<file path="src/rtl/fifo_ctrl.sv">
// Pointer and flag sequencer for a single-clock fifo_mem array (UART TX/RX buffers).
// Optional sticky overflow/underflow flags are compiled in with `define FIFO_ERR_FLAG_EN.
module fifo_ctrl #(
  parameter int ASIZE  = 4,
  parameter int AF_LVL = 14,
  parameter int AE_LVL = 2
) (
  input  logic             clk,
  input  logic             rst,
  input  logic             push,
  input  logic             pop,
`ifdef FIFO_ERR_FLAG_EN
  input  logic             err_clr,
  output logic             overflow,
  output logic             underflow,
`endif
  output logic             mem_wr_en,
  output logic             mem_rd_en,
  output logic [ASIZE-1:0] mem_wr_addr,
  output logic [ASIZE-1:0] mem_rd_addr,
  output logic             rd_valid,
  output logic             full,
  output logic             empty,
  output logic             almost_full,
  output logic             almost_empty,
  output logic [ASIZE:0]   count
);

  localparam logic [ASIZE:0] ONE    = (ASIZE+1)'(1);
  localparam logic [ASIZE:0] AF_CNT = (ASIZE+1)'(AF_LVL);
  localparam logic [ASIZE:0] AE_CNT = (ASIZE+1)'(AE_LVL);

  logic [ASIZE:0] wr_ptr_q, wr_ptr_d;
  logic [ASIZE:0] rd_ptr_q, rd_ptr_d;
  logic [ASIZE:0] count_q,  count_d;
  logic           rd_valid_q;
  logic           wr_acc, rd_acc;

  // Flags come only from registered state, so a request never sees its own effect.
  assign empty = (wr_ptr_q == rd_ptr_q);
  assign full  = (wr_ptr_q[ASIZE-1:0] == rd_ptr_q[ASIZE-1:0]) &&
                 (wr_ptr_q[ASIZE] != rd_ptr_q[ASIZE]);

  assign wr_acc = push & ~full;
  assign rd_acc = pop  & ~empty;

  assign mem_wr_en    = wr_acc;
  assign mem_rd_en    = rd_acc;
  assign mem_wr_addr  = wr_ptr_q[ASIZE-1:0];
  assign mem_rd_addr  = rd_ptr_q[ASIZE-1:0];
  assign rd_valid     = rd_valid_q;
  assign count        = count_q;
  assign almost_full  = (count_q >= AF_CNT);
  assign almost_empty = (count_q <= AE_CNT);

  always_comb begin
    // NOTE: every always_comb output gets a default first so no latch is inferred.
    wr_ptr_d = wr_ptr_q;
    rd_ptr_d = rd_ptr_q;
    count_d  = count_q;
    if (wr_acc) wr_ptr_d = wr_ptr_q + ONE;
    if (rd_acc) rd_ptr_d = rd_ptr_q + ONE;
    case ({wr_acc, rd_acc})
      2'b10:   count_d = count_q + ONE;
      2'b01:   count_d = count_q - ONE;
      default: count_d = count_q;
    endcase
  end

  // NOTE: sequential state uses non-blocking assignments so all registers update together.
  always_ff @(posedge clk or posedge rst) begin
    if (rst) begin
      wr_ptr_q   <= '0;
      rd_ptr_q   <= '0;
      count_q    <= '0;
      rd_valid_q <= 1'b0;
    end else begin
      wr_ptr_q   <= wr_ptr_d;
      rd_ptr_q   <= rd_ptr_d;
      count_q    <= count_d;
      rd_valid_q <= rd_acc;
    end
  end

`ifdef FIFO_ERR_FLAG_EN
  logic overflow_q,  overflow_d;
  logic underflow_q, underflow_d;

  // A new error event wins over a coincident clear.
  always_comb begin
    overflow_d  = err_clr ? 1'b0 : overflow_q;
    underflow_d = err_clr ? 1'b0 : underflow_q;
    if (push & full) overflow_d  = 1'b1;
    if (pop & empty) underflow_d = 1'b1;
  end

  always_ff @(posedge clk or posedge rst) begin
    if (rst) begin
      overflow_q  <= 1'b0;
      underflow_q <= 1'b0;
    end else begin
      overflow_q  <= overflow_d;
      underflow_q <= underflow_d;
    end
  end

  assign overflow  = overflow_q;
  assign underflow = underflow_q;
`endif

endmodule

</file>
<file path="config.mk">
export PLATFORM = sky130hd
export DESIGN_NAME = fifo_ctrl
export DESIGN_NICKNAME = d
export VERILOG_FILES = /design/src/rtl/fifo_ctrl.sv
export SDC_FILE = /design/constraint.sdc
export NUM_CORES = 1
export LEC_CHECK = 0
export ABC_AREA = 1
export BUFFER_PORTS_ARGS = -buffer_cell sky130_fd_sc_hd__buf_2
export CORE_UTILIZATION = 30
export CTS_CLUSTER_DIAMETER = 80
export CTS_CLUSTER_SIZE = 24
export DETAILED_ROUTE_END_ITERATION = 10
export PLACE_DENSITY = 0.53
export REMOVE_ABC_BUFFERS = 1
export SYNTH_ARGS = -nofsm -noshare
export SYNTH_HDL_FRONTEND = slang
export SYNTH_SLANG_ARGS = --single-unit
</file>
<file path="constraint.sdc">
create_clock -name clk -period 6.54 [get_ports clk]
set_input_delay 0.654 -clock clk [delete_from_list [all_inputs] [get_ports clk]]
set_output_delay 0.654 -clock clk [all_outputs]
set_load 0.005 [all_outputs]
</file>
# Yosys cells after proc, flatten, opt, wreduce, memory -nomap -nowiden
# Index checks and enable logic that the tools add are counted.
# word_totals
reg_bits,16
inputBits,4
out_inout_bits,20
wordCells,22
# op_classes
add_sub_neg,4
magnitude_cmp,2
eq_ne,5
mux,1
n_bitwise,4
reduce_logical,2
# ops
operator,n
adder 5 x 1 -> 5 bit (second input constant),3
one-hot mux 5 bit (2 select lines),1
equality test 5 bit,1
>= comparator 5 x 4 -> 1 bit (second input constant),1
<= comparator 5 x 2 -> 1 bit (second input constant),1
subtractor 5 x 1 -> 5 bit (second input constant),1
equality test 4 bit,1
AND 1 bit,2
equality test 2 x 1 -> 1 bit (second input constant),1
equality test 2 bit (second input constant),1
NOT 1 bit,2
nonzero test 2 bit,1
logical AND 1 bit,1
!= test 1 bit,1

# Depth between registers and ports, before layout
# logic_depth
ltp_word,6
mapped_depth,17
mapped_depth_nobuf,17

# Worst setup path before layout
# No wires, ideal clock.
# synth_path
path_kind,register to register
startpoint,register wr_ptr_q[1]
endpoint,"register count_q[4], in the netlist count[4]"
setup_time_ns,0.065
arrival_time_ns,2.152
required_ns,6.475
path_slack_ns,4.323
path_stages_with_launch,15
path_buffers,0
period_less_slack_ns,2.217
cell_sequence,dfrtp_1 > inv_1 > nand2_1 > nand2_1 > nor2_8 > nand3_4 > nand2_4 > inv_1 > ha_1 > ha_1 > or2_2 > nand2_1 > xor2_1 > nand2_1 > nand2_1
# synth_between
elab_cells_between_ends,11
cone_classes,eq/ne: 4; mux: 1; bitwise: 4; reduce/logical: 2
# synth_rtl
item,line_no,source
"start, declared",33,"logic [ASIZE:0] wr_ptr_q, wr_ptr_d;"
"start signal, assigned",78,wr_ptr_q <= wr_ptr_d;
equality test 5 bit *,40,assign empty = (wr_ptr_q == rd_ptr_q);
NOT 1 bit *,45,assign rd_acc = pop & ~empty;
AND 1 bit *,45,
named net mem_rd_en,18,"output logic mem_rd_en,"
equality test 2 x 1 -> 1 bit / equality test 2 bit (equally long branches),63,"case ({wr_acc, rd_acc})"
one-hot mux 5 bit (2 select lines) / nonzero test 2 bit (equally long branches),--,
"end signal, assigned",80,count_q <= count_d;
"end, declared",35,"logic [ASIZE:0] count_q, count_d;"
# The timed path passes the listed nets; every way through them passes the cells marked *.
# A chain may end at the register's enable or synchronous reset.

# Final worst setup path
# layout_path
startpoint,register rd_ptr_q[0]
endpoint,"register count_q[4], in the netlist count[4]"
# layout_between
elab_chain_cells,6
elab_cells_between_ends,11
cone_classes,eq/ne: 4; mux: 1; bitwise: 4; reduce/logical: 2
# layout_lines
item,line_no,source
"start, declared",34,"logic [ASIZE:0] rd_ptr_q, rd_ptr_d;"
"start signal, assigned",79,rd_ptr_q <= rd_ptr_d;
equality test 4 bit,41,assign full = (wr_ptr_q[ASIZE-1:0] == rd_ptr_q[ASIZE-1:0]) &&
logical AND 1 bit,41,
NOT 1 bit,44,assign wr_acc = push & ~full;
AND 1 bit,44,
equality test 2 x 1 -> 1 bit / equality test 2 bit (equally long branches),63,
one-hot mux 5 bit (2 select lines) / nonzero test 2 bit (equally long branches),--,
# Several ways; a longest one is shown, not always the timed one.

==> flow_summary.yaml <==
placement:
  port_buffers: 23
  gp_congestion: 0.849
  place_area_mm2: 0.00123
  place_hpwl_mm: 1.73
route:
  totalWireLength_mm: 2.27
  post_drt_wl_per_cell_um: 11.2
  ant_nets: 0
  drc_errors: 0
  drt_pass1_iterations: 4
  first_iter_violations: 26
  via_per_inst: 4.54
  vias: 921
sta:
  setup_viol: 0
  layout_min_cycle_time_ns: 2.45
  period_share: 0.375
  fin_skew_ns: 0.00699
  slew_headroom: 0.564
  hold_violations: 0
  finalMaxSlewViolations: 0
  rsz0062_at_grt: "false"
  fmax_ghz: 0.408
  fin_tns_setup_ns: 0
  worstMarginPinSlew_ns: 0.653
synth:
  netlist-cell-type-count: 21
  ys_warn_count: 0
  syn_avg_cell_area_um2: 8.12
  synth_area_mm2: 0.00112
  synthCells: 138
  synth-seq-cells: 16
  ys_seq_area_frac: 0.357
cells_and_area:
  regArea_um2: 400
  diodes: 0
  drive_gt1_frac: 0.255
  area_growth_pct: 15.0
  final_area_mm2: 0.00129
  nFillCells: 393
  fin_nets: 169
  multiInputGateArea_um2: 582
job:
  maxCapViolCount: 0
worst_setup_path:
  required_ns: 6.70
  worstSetupPathType: "reg2reg"
  end_kind: "register"
  cp.arrival_ns: 2.61
  cp-start-kind: "register"
  cp_max_fo: 7
clock_tree:
  htree_levels: 1
  cts_resized: 0
  root_buffer: "clkbuf_8"
  cts-buffers-inserted: 3
  holdBufCountCts: 0
  cts_tree: "yes"
  clk_latency_ns: 0.26
  post-cts-setup-buffers: 0
  cts.sinks: 16
  clk_pin_slew_ns: 0.07
  cts.path.max_buffers: 2
outcome:
  outcome: "finished, final reports clean"
grt:
  grt_max_degree: 17
  antenna_found_initial: 0
  grt_remaining_overflow: 0
  grt_usage: 0.131
  grt_pass1_vias: 901
  grt_first_pass_wirelength_mm: 4.08
die:
  die_h_um: 63.1
  die_x_um: 63.1
  core_mm2: 0.00347
  initial_utilization: 0.323
  ios: 24
  die-area_mm2: 0.00399
  row_count: 21
power:
  p_leak_nw: 0.727
  vdd_drop_max_mv: 0.189
  powerDensity_mw_per_mm2: 532
min_path:
  hp-class: "in2async"
-- power by group --
part	internal, mW	switching [mW]
combinational	0.166	0.212
sequential	0.147	0.0691
clock	0.0535	0.0384
-- synth_stat cells (all sizes together) --
library cell	n	area, um^2
a31o	1	8.76
fa	1	20.0
o21ai	2	10.0
xnor2	5	43.8
dfrtp	16	400
a2111oi	1	8.76
nand2	47	196
nand3	18	115
inv	21	78.8
nor2	5	51.3
or2	1	6.26
a21oi	1	5.00
buf	8	60.1
xor2	4	35.0
a31oi	1	6.26
ha	6	75.1
-- layout make-up --
class,instances,share of cell area
well taps,46,0.0447
clock buffers,4,0.0427
flip-flops and latches,16,0.311
multi-input cells,93,0.451
repair buffers,23,0.0893
inverters,21,0.0612
-- through the flow --
stage / hold WS, ns / setup WS, ns / power [mW] / cells / util
detailed placement: 0.542 / 4.10 / 0.600 / 199 / 0.356
floorplan: 0.501 / 4.30 / 0.485 / 130 / -
CTS: 0.500 / 4.08 / 0.695 / 203 / 0.372
global route: 0.528 / 3.81 / 0.760 / 203 / 0.372
global placement: 0.525 / 4.13 / 0.591 / 199 / 0.356
finish: 0.471 / 4.09 / 0.685 / 203 / 0.372
-- sequential cells by signal, summed over array words and instances (netlist names) --
register and count:
count 5, rd_ptr_q 5, rd_valid 1, wr_ptr_q 5
-- final timing paths --
kind                             startpoint          end  slack, ns  cells past startpoint
worst min register to register  wr_ptr_q[4]  wr_ptr_q[4]       0.55                      2
min in group clk                wr_ptr_q[4]  wr_ptr_q[4]       0.55                      2
worst min-delay path                    rst     count[4]       0.47                      2
worst max register to register  rd_ptr_q[0]     count[4]       4.09                     17
worst max-delay path            rd_ptr_q[0]     count[4]       4.09                     17
max in group asynchronous               rst     count[0]       5.64                      2
-- worst max-delay path: stages, from the launching register on --
cell and delay (ns):
dfrtp_1 0.44, inv_1 0.10, nand2_1 0.05, nand2_1 0.17, nor2_8 0.06, nand3_4 0.12, nand2_4 0.09, inv_1 0.10
ha_1 0.28, inv_1 0.08, fa_1 0.36, inv_1 0.08, nand2_1 0.07, nand2_1 0.06, nand2_1 0.05, xor2_1 0.14
nand2_1 0.06, nand2_1 0.04
-- cell usage in the layout (no fill, tap or decap), types with 4 or more instances in the layout --
cell type | netlist | final
nand2_1 | 43 | 43
buf_2 | 0 | 23
inv_1 | 18 | 18
nand3_1 | 16 | 16
dfrtp_1 | 16 | 16
ha_1 | 6 | 6
xnor2_1 | 5 | 5
xor2_1 | 4 | 4
clkbuf_8 | 0 | 4
-- logic make-up (layout without fill, tap and decap cells) --
| kind of cell | Yosys count | count (layout) | synth area share |
|---|---|---|---|
| flip-flops | 16 | 16 | 0.357 |
| XOR/XNOR | 9 | 9 | 0.0703 |
| adder cells (fa/ha/maj) | 7 | 7 | 0.0848 |
| AND/OR/NAND/NOR | 71 | 71 | 0.329 |
| AO/OA/AOI/OAI | 6 | 6 | 0.0346 |
| buffers and inverters | 29 | 48 | 0.124 |
-- per-layer routing --
| metal | up-vias | global-route usage | share of wire |
|---|---|---|---|
| li1 | 463 | - | - |
| met5 | - | 0 | 0 |
| met1 | 431 | 0.152 | 0.47 |
| met4 | 0 | 0.0436 | 0.010 |
| met3 | 4 | 0.0453 | 0.059 |
| met2 | 23 | 0.222 | 0.47 |
Power figures use the tool's default switching activity.
